## config.mk

```make
export PLATFORM = sky130hd
export DESIGN_NAME = crc_block_scheduler
export DESIGN_NICKNAME = d
export VERILOG_FILES = /design/src/rtl/crc_sched_pkg.sv /design/src/rtl/lfsr.sv /design/src/rtl/crc_block_scheduler.sv
export SDC_FILE = /design/constraint.sdc
export NUM_CORES = 2
export LEC_CHECK = 0
export BUFFER_PORTS_ARGS = -buffer_cell sky130_fd_sc_hd__buf_4
export CAP_MARGIN = 20
export CORE_UTILIZATION = 60
export CTS_BUF_LIST = sky130_fd_sc_hd__clkbuf_8
export DETAILED_ROUTE_END_ITERATION = 12
export HOLD_SLACK_MARGIN = 0.1
export PLACE_DENSITY = 0.77
export SLEW_MARGIN = 20
export SYNTH_ARGS = -nofsm -noshare
export SYNTH_HDL_FRONTEND = slang
export SYNTH_SLANG_ARGS = --single-unit
export TNS_END_PERCENT = 20
```

## constraint.sdc

```tcl
create_clock -name clk_i -period 25.2 [get_ports clk_i]
set_input_delay 1.26 -clock clk_i [delete_from_list [all_inputs] [get_ports clk_i]]
set_output_delay 1.26 -clock clk_i [all_outputs]
set_load 0.01 [all_outputs]
```

## src/rtl/crc_sched_pkg.sv

```systemverilog
// Shared types and constants for the two-requester CRC32 block scheduler.
package crc_sched_pkg;

    localparam int unsigned NUM_REQ         = 2;
    localparam int unsigned WORDS_PER_BLOCK = 8;
    localparam int unsigned WORD_W          = 32;
    localparam int unsigned BLOCK_W         = WORD_W * WORDS_PER_BLOCK;
    localparam int unsigned CNT_W           = $clog2(WORDS_PER_BLOCK);

    localparam logic [WORD_W-1:0] DEF_CRC_POLY  = 32'h04C11DB7;
    localparam logic [WORD_W-1:0] DEF_CRC_INIT  = 32'hFFFFFFFF;
    localparam logic [WORD_W-1:0] DEF_FINAL_XOR = 32'hFFFFFFFF;

    typedef enum logic [1:0] {
        IDLE    = 2'd0,
        COLLECT = 2'd1,
        COMPUTE = 2'd2,
        RESULT  = 2'd3
    } sched_state_e;

    typedef struct packed {
        logic [WORD_W-1:0] crc;
        logic              id;
        logic              err;
    } crc_result_t;

endpackage

```

## src/rtl/lfsr.sv

```systemverilog
// Combinational Galois LFSR that folds DATA_WIDTH data bits into the state in one step.
module lfsr #(
    parameter int unsigned               LFSR_WIDTH = 32,
    parameter logic [LFSR_WIDTH-1:0]     LFSR_POLY  = LFSR_WIDTH'(32'h04C11DB7),
    parameter bit                        REVERSE    = 1'b1,
    parameter int unsigned               DATA_WIDTH = 256
) (
    input  logic [DATA_WIDTH-1:0] data_in,
    input  logic [LFSR_WIDTH-1:0] state_in,
    output logic [LFSR_WIDTH-1:0] state_out
);

    function automatic logic [LFSR_WIDTH-1:0] reflect(input logic [LFSR_WIDTH-1:0] v);
        logic [LFSR_WIDTH-1:0] r;
        for (int unsigned i = 0; i < LFSR_WIDTH; i++) begin
            r[i] = v[LFSR_WIDTH-1-i];
        end
        return r;
    endfunction

    // Reflected engines shift right, so they use the bit-reversed polynomial.
    localparam logic [LFSR_WIDTH-1:0] POLY_EFF = REVERSE ? reflect(LFSR_POLY) : LFSR_POLY;

    logic [LFSR_WIDTH-1:0] s;
    logic                  fb;

    always_comb begin
        s  = state_in;
        fb = 1'b0;
        for (int unsigned i = 0; i < DATA_WIDTH; i++) begin
            if (REVERSE) begin
                fb = s[0] ^ data_in[i];
                s  = s >> 1;
            end else begin
                fb = s[LFSR_WIDTH-1] ^ data_in[DATA_WIDTH-1-i];
                s  = s << 1;
            end
            if (fb) begin
                s = s ^ POLY_EFF;
            end
        end
        state_out = s;
    end

endmodule

```

## src/rtl/crc_block_scheduler.sv

```systemverilog
// Round-robin frame arbiter that packs 32-bit words into 256-bit blocks and chains
// the CRC32 state across blocks, reporting one tagged result per frame.
module crc_block_scheduler
    import crc_sched_pkg::*;
#(
    parameter logic [WORD_W-1:0] CRC_POLY  = DEF_CRC_POLY,
    parameter logic [WORD_W-1:0] CRC_INIT  = DEF_CRC_INIT,
    parameter logic [WORD_W-1:0] FINAL_XOR = DEF_FINAL_XOR
) (
    input  logic                        clk_i,
    input  logic                        rst_i,
    input  logic [NUM_REQ*WORD_W-1:0]   req_data_i,
    input  logic [NUM_REQ-1:0]          req_valid_i,
    input  logic [NUM_REQ-1:0]          req_last_i,
    output logic [NUM_REQ-1:0]          req_ready_o,
    output logic [WORD_W-1:0]           crc_o,
    output logic                        crc_id_o,
    output logic                        crc_err_o,
    output logic                        crc_valid_o,
    input  logic                        crc_ready_i
);

    sched_state_e          fsm_q, fsm_d;
    logic                  rr_ptr_q;
    logic                  grant_q;
    logic [CNT_W-1:0]      word_cnt_q;
    logic [BLOCK_W-1:0]    block_q;
    logic [WORD_W-1:0]     crc_state_q;
    logic                  last_q;
    logic                  err_q;
    crc_result_t           result_q;
    logic [WORD_W-1:0]     lfsr_out;
    logic [NUM_REQ-1:0]    ready_d;

    logic                  grant_c;
    logic                  next_grant_c;
    logic [WORD_W-1:0]     word_c;
    logic                  last_c;
    logic                  accept_c;
    logic                  blk_done_c;

    lfsr #(
        .LFSR_WIDTH (WORD_W),
        .LFSR_POLY  (CRC_POLY),
        .REVERSE    (1'b1),
        .DATA_WIDTH (BLOCK_W)
    ) u_lfsr (
        .data_in   (block_q),
        .state_in  (crc_state_q),
        .state_out (lfsr_out)
    );

    // A lone requester wins outright; on contention the round-robin pointer decides.
    always_comb begin
        grant_c = rr_ptr_q;
        unique case (req_valid_i)
            2'b01:   grant_c = 1'b0;
            2'b10:   grant_c = 1'b1;
            default: grant_c = rr_ptr_q;
        endcase
    end

    assign word_c     = grant_q ? req_data_i[2*WORD_W-1:WORD_W] : req_data_i[WORD_W-1:0];
    assign last_c     = req_last_i[grant_q];
    assign accept_c   = (fsm_q == COLLECT) && req_valid_i[grant_q] && req_ready_o[grant_q];
    assign blk_done_c = (word_cnt_q == CNT_W'(WORDS_PER_BLOCK - 1));

    always_ff @(posedge clk_i or posedge rst_i) begin
        if (rst_i) begin
            fsm_q <= IDLE;
        end else begin
            fsm_q <= fsm_d;
        end
    end

    always_comb begin
        fsm_d = fsm_q;
        unique case (fsm_q)
            IDLE:    if (|req_valid_i) fsm_d = COLLECT;
            COLLECT: begin
                if (accept_c) begin
                    if (blk_done_c)  fsm_d = COMPUTE;
                    else if (last_c) fsm_d = RESULT;
                end
            end
            COMPUTE: fsm_d = last_q ? RESULT : COLLECT;
            RESULT:  if (crc_valid_o && crc_ready_i) fsm_d = IDLE;
            default: fsm_d = IDLE;
        endcase
    end

    // Ready is registered: it is high exactly while the next state is COLLECT.
    always_comb begin
        next_grant_c = (fsm_q == IDLE) ? grant_c : grant_q;
        ready_d      = '0;
        if (fsm_d == COLLECT) begin
            ready_d = NUM_REQ'(1) << next_grant_c;
        end
    end

    always_ff @(posedge clk_i or posedge rst_i) begin
        if (rst_i) begin
            rr_ptr_q    <= 1'b0;
            grant_q     <= 1'b0;
            word_cnt_q  <= '0;
            block_q     <= '0;
            crc_state_q <= CRC_INIT;
            last_q      <= 1'b0;
            err_q       <= 1'b0;
            req_ready_o <= '0;
            result_q    <= '0;
            crc_valid_o <= 1'b0;
        end else begin
            req_ready_o <= ready_d;
            unique case (fsm_q)
                IDLE: begin
                    if (|req_valid_i) begin
                        grant_q     <= grant_c;
                        rr_ptr_q    <= ~grant_c;
                        crc_state_q <= CRC_INIT;
                        word_cnt_q  <= '0;
                    end
                end
                COLLECT: begin
                    if (accept_c) begin
                        block_q[int'(word_cnt_q)*WORD_W +: WORD_W] <= word_c;
                        word_cnt_q <= word_cnt_q + CNT_W'(1);
                        if (blk_done_c)  last_q <= last_c;
                        else if (last_c) err_q  <= 1'b1;
                    end
                end
                COMPUTE: crc_state_q <= lfsr_out;
                RESULT: begin
                    // First RESULT cycle captures the result; it then holds until taken.
                    if (!crc_valid_o) begin
                        result_q.crc <= err_q ? '0 : (crc_state_q ^ FINAL_XOR);
                        result_q.id  <= grant_q;
                        result_q.err <= err_q;
                        crc_valid_o  <= 1'b1;
                    end else if (crc_ready_i) begin
                        crc_valid_o  <= 1'b0;
                        err_q        <= 1'b0;
                    end
                end
                default: ;
            endcase
        end
    end

    assign crc_o     = result_q.crc;
    assign crc_id_o  = result_q.id;
    assign crc_err_o = result_q.err;

endmodule

```

==> flow_summary.ini <==
[routing]
initial_detailed_routing_violation_count = 2810
drt-total-wl_um = 133000
wire_per_inst_um = 29.9
drt_first_pass_iters = 6
vias_per_cell = 6.09
route.vias.total = 27100
antenna_left = 0
drt_drc_violations_left = 0

[clock_network]
post-cts-setup-buffer-count = 0
clock_path_buffers = 3
clock_sink_count = 334
cts_repair_resize_count = 0
cts_buffers = 55
ctsHtreeMaxLevel = 2
cts_tree = yes
cts_root_buffer = sky130_fd_sc_hd__clkbuf_8
clock_latency_ns = 0.69
cts-hold-fix-buffers = 0
clkTransAtPathRegs_ns = 0.06

[logic_synthesis]
synth_enable_flop_cells = 0
ys_seq_area_frac = 0.185
post_synthesis_average_cell_area_um2 = 13.6
ys_warn_count = 0
syn_inst = 3336
asyncSetResetFlopFracSynth = 1.00
synth_seq_cells = 334
synth_cell_types = 45
netlist_area_before_placement_um2 = 45300
postSynth.topFlopCell = sky130_fd_sc_hd__dfrtp_1
syn-num-nets = 3416

[worst_hold_path]
hold_path.class = reg -> reg
hold-path-endpoint = block_q[92]$_DFFE_PP0P_
whs_path_cells = 2
worstHoldStart = block_q[92]$_DFFE_PP0P_

[floorplan]
placeableCoreArea_um2 = 74600
die_x_um = 277
area_enclosed_by_the_die_boundary_um2 = 76600
num_rows = 100
die_height_um = 277
initial_core_util = 0.608
ioPinCount = 108

[setup_path]
critPathLaunchType = flop
kind_of_cell_with_the_highest_combined_delay_on_the_critical_path = XOR/XNOR gates
worst_path_largest_cell_delay_ns = 0.90
most_common_cell_on_crit_path = sky130_fd_sc_hd__xnor3_1
timing.critical_path.buf_inv = 0
crit_fanout = 11
setup.worst_path.class = reg -> reg
endpoint_of_the_lowest_slack_register_to_register_path = crc_state_q[12]$_DFFE_PP1P_
worst_setup_slack_for_register_to_register_paths_ns = 0.99
ff2ff_path_depth = 47
end_kind = flop
worstReg2RegStart = crc_state_q[3]$_DFFE_PP1P_
timing.critical_path.arrival_ns = 24.75
required_ns = 25.74
crit_path_max_delay_cell_type = sky130_fd_sc_hd__xnor3_1

[final_layout]
multi_input_area_um2 = 36500
ff_latch_area_um2 = 8400
nets = 3515
fillers = 5507
flow.area_growth_from_synthesis_pct = 6.97
final_layout_size_suffix_gt1_frac = 0.150
finalCoreUtilization = 0.650

[timing]
whs_ns = 0.485
setup_violations = 0
setup_repair_after_global_routing_missed_its_margin = false
layout_worst_path_cycle_share = 0.961
max-slew-margin-rel = 0.185
min_period_ns = 24.21
fin_hold_viols = 0
setup-tns-final_ns = 0
final-max-slew-violation-count = 0
finClkSkew_ns = 0.0670
fmax_mhz = 41.3
timing_worst_slew_pin_value_ns = 1.20

[global_route]
grt_pass1_vias = 27800
grt_pass1_wl_um = 194000
globalRouteOverflowTotal = 0
grt_start_max_net_pins = 120
global_routing_usage_summed_across_all_routing_layers = 0.350
antenna_violations_before_repair = 7

[placement]
numPortBuffers = 107
detailedPlacementHpwl_um = 106000
place_congestion = 0.990

[status]
status = complete, no violations

[run]
drv.max_cap_violation_count = 0
[tightest hold or removal path, cell delays in order (launching register included)]
cell	delay (ns)
sky130_fd_sc_hd__dfrtp_1	0.34
sky130_fd_sc_hd__nand2_1	0.05
sky130_fd_sc_hd__o31ai_1	0.06
[registers in the layout, summed over array words and instances, names as in the netlist, 2 cells and up]
register	flops
block_q	256
crc_o	32
crc_state_q	32
word_cnt_q	3
fsm_q	2
req_ready_o	2
[metrics by stage]
step,area (µm²),setup WS (ns),instances
CTS,48400,1.16,4445
global route,48500,0.342,4447
finish,48500,0.989,4449
floorplan,45300,5.33,3336
global placement,47300,1.51,4346
detailed placement,47300,1.31,4346
[layout make-up]
class / instances / area share
clock inverters: 36 / 0.00545
multi-input cells: 2881 / 0.753
inverters: 11 / 0.00101
clock buffers: 63 / 0.0179
well taps: 969 / 0.0250
repair buffers: 152 / 0.0239
diodes: 3 / 0.000155
flip-flops and latches: 334 / 0.173
[Yosys cell counts, types with 23 or more instances]
cell | instances | area share
sky130_fd_sc_hd__o31ai_1 | 257 | 0.043
sky130_fd_sc_hd__nor2_1 | 49 | 0.0041
sky130_fd_sc_hd__xor2_2 | 41 | 0.015
sky130_fd_sc_hd__xor2_1 | 304 | 0.059
sky130_fd_sc_hd__a21oi_1 | 55 | 0.0061
sky130_fd_sc_hd__xnor2_4 | 23 | 0.014
sky130_fd_sc_hd__clkbuf_1 | 91 | 0.0075
sky130_fd_sc_hd__mux2i_1 | 33 | 0.0073
sky130_fd_sc_hd__o21ai_0 | 28 | 0.0031
sky130_fd_sc_hd__xnor3_2 | 66 | 0.035
sky130_fd_sc_hd__xor3_1 | 97 | 0.051
sky130_fd_sc_hd__xnor2_2 | 91 | 0.033
sky130_fd_sc_hd__dfstp_2 | 32 | 0.019
sky130_fd_sc_hd__xnor3_1 | 673 | 0.33
sky130_fd_sc_hd__dfrtp_1 | 302 | 0.17
sky130_fd_sc_hd__nand2_1 | 275 | 0.023
sky130_fd_sc_hd__xnor2_1 | 818 | 0.16
[worst max-delay path by stage]
| stage | slack (ns) | end | startpoint | depth (start not counted) |
|---|---|---|---|---|
| 2_1_floorplan | 5.33 | crc_state_q[20]$_DFFE_PP1P_ | crc_state_q[3]$_DFFE_PP1P_ | 50 |
| 3_3_place_gp | 1.51 | crc_state_q[12]$_DFFE_PP1P_ | crc_state_q[3]$_DFFE_PP1P_ | 47 |
| 3_5_place_dp | 1.31 | crc_state_q[12]$_DFFE_PP1P_ | crc_state_q[3]$_DFFE_PP1P_ | 47 |
| 4_1_cts | 1.16 | crc_state_q[12]$_DFFE_PP1P_ | crc_state_q[3]$_DFFE_PP1P_ | 47 |
| 5_1_grt | 0.34 | crc_state_q[12]$_DFFE_PP1P_ | crc_state_q[3]$_DFFE_PP1P_ | 47 |
| 6_report | 0.99 | crc_state_q[12]$_DFFE_PP1P_ | crc_state_q[3]$_DFFE_PP1P_ | 47 |
[per-layer routing]
metal | routed length, µm | track usage | vias to the layer above
met1 | 54200 | 0.485 | 13700
met5 | 41 | 0 | -
met3 | 13300 | 0.0854 | 228
met2 | 60700 | 0.546 | 1360
li1 | - | - | 11700
met4 | 4610 | 0.110 | 6
[cell usage in the layout (no fill, tap or decap), drive strengths merged, types with 4 or more instances in the layout]
master,netlist,final
o21ai,29,29
clkinv,0,4
nor2,49,49
mux2,4,4
xor3,111,111
mux2i,33,33
xor2,350,350
dfstp,32,32
nand2,275,275
buf,19,152
ha,9,9
xnor3,739,739
o31ai,257,257
inv,11,40
dfrtp,302,302
clkbuf,91,63
nor3,15,15
a21oi,55,55
xnor2,932,932
[logic make-up (layout without fill, tap and decap cells)]
logic type / Yosys count / count (layout) / share of synthesized area
xor+xnor: 2132 / 2132 / 0.709
simple gates: 351 / 351 / 0.0301
buf+inv: 121 / 262 / 0.0109
fa+ha+maj: 9 / 9 / 0.00248
other cells: 0 / 3 / 0
flops: 334 / 334 / 0.185
mux: 37 / 37 / 0.00828
compound gates: 352 / 352 / 0.0539
Power is left out: the tool's default activity adds up to more than one toggle a clock period on the data nets, which glitch-free logic cannot reach.
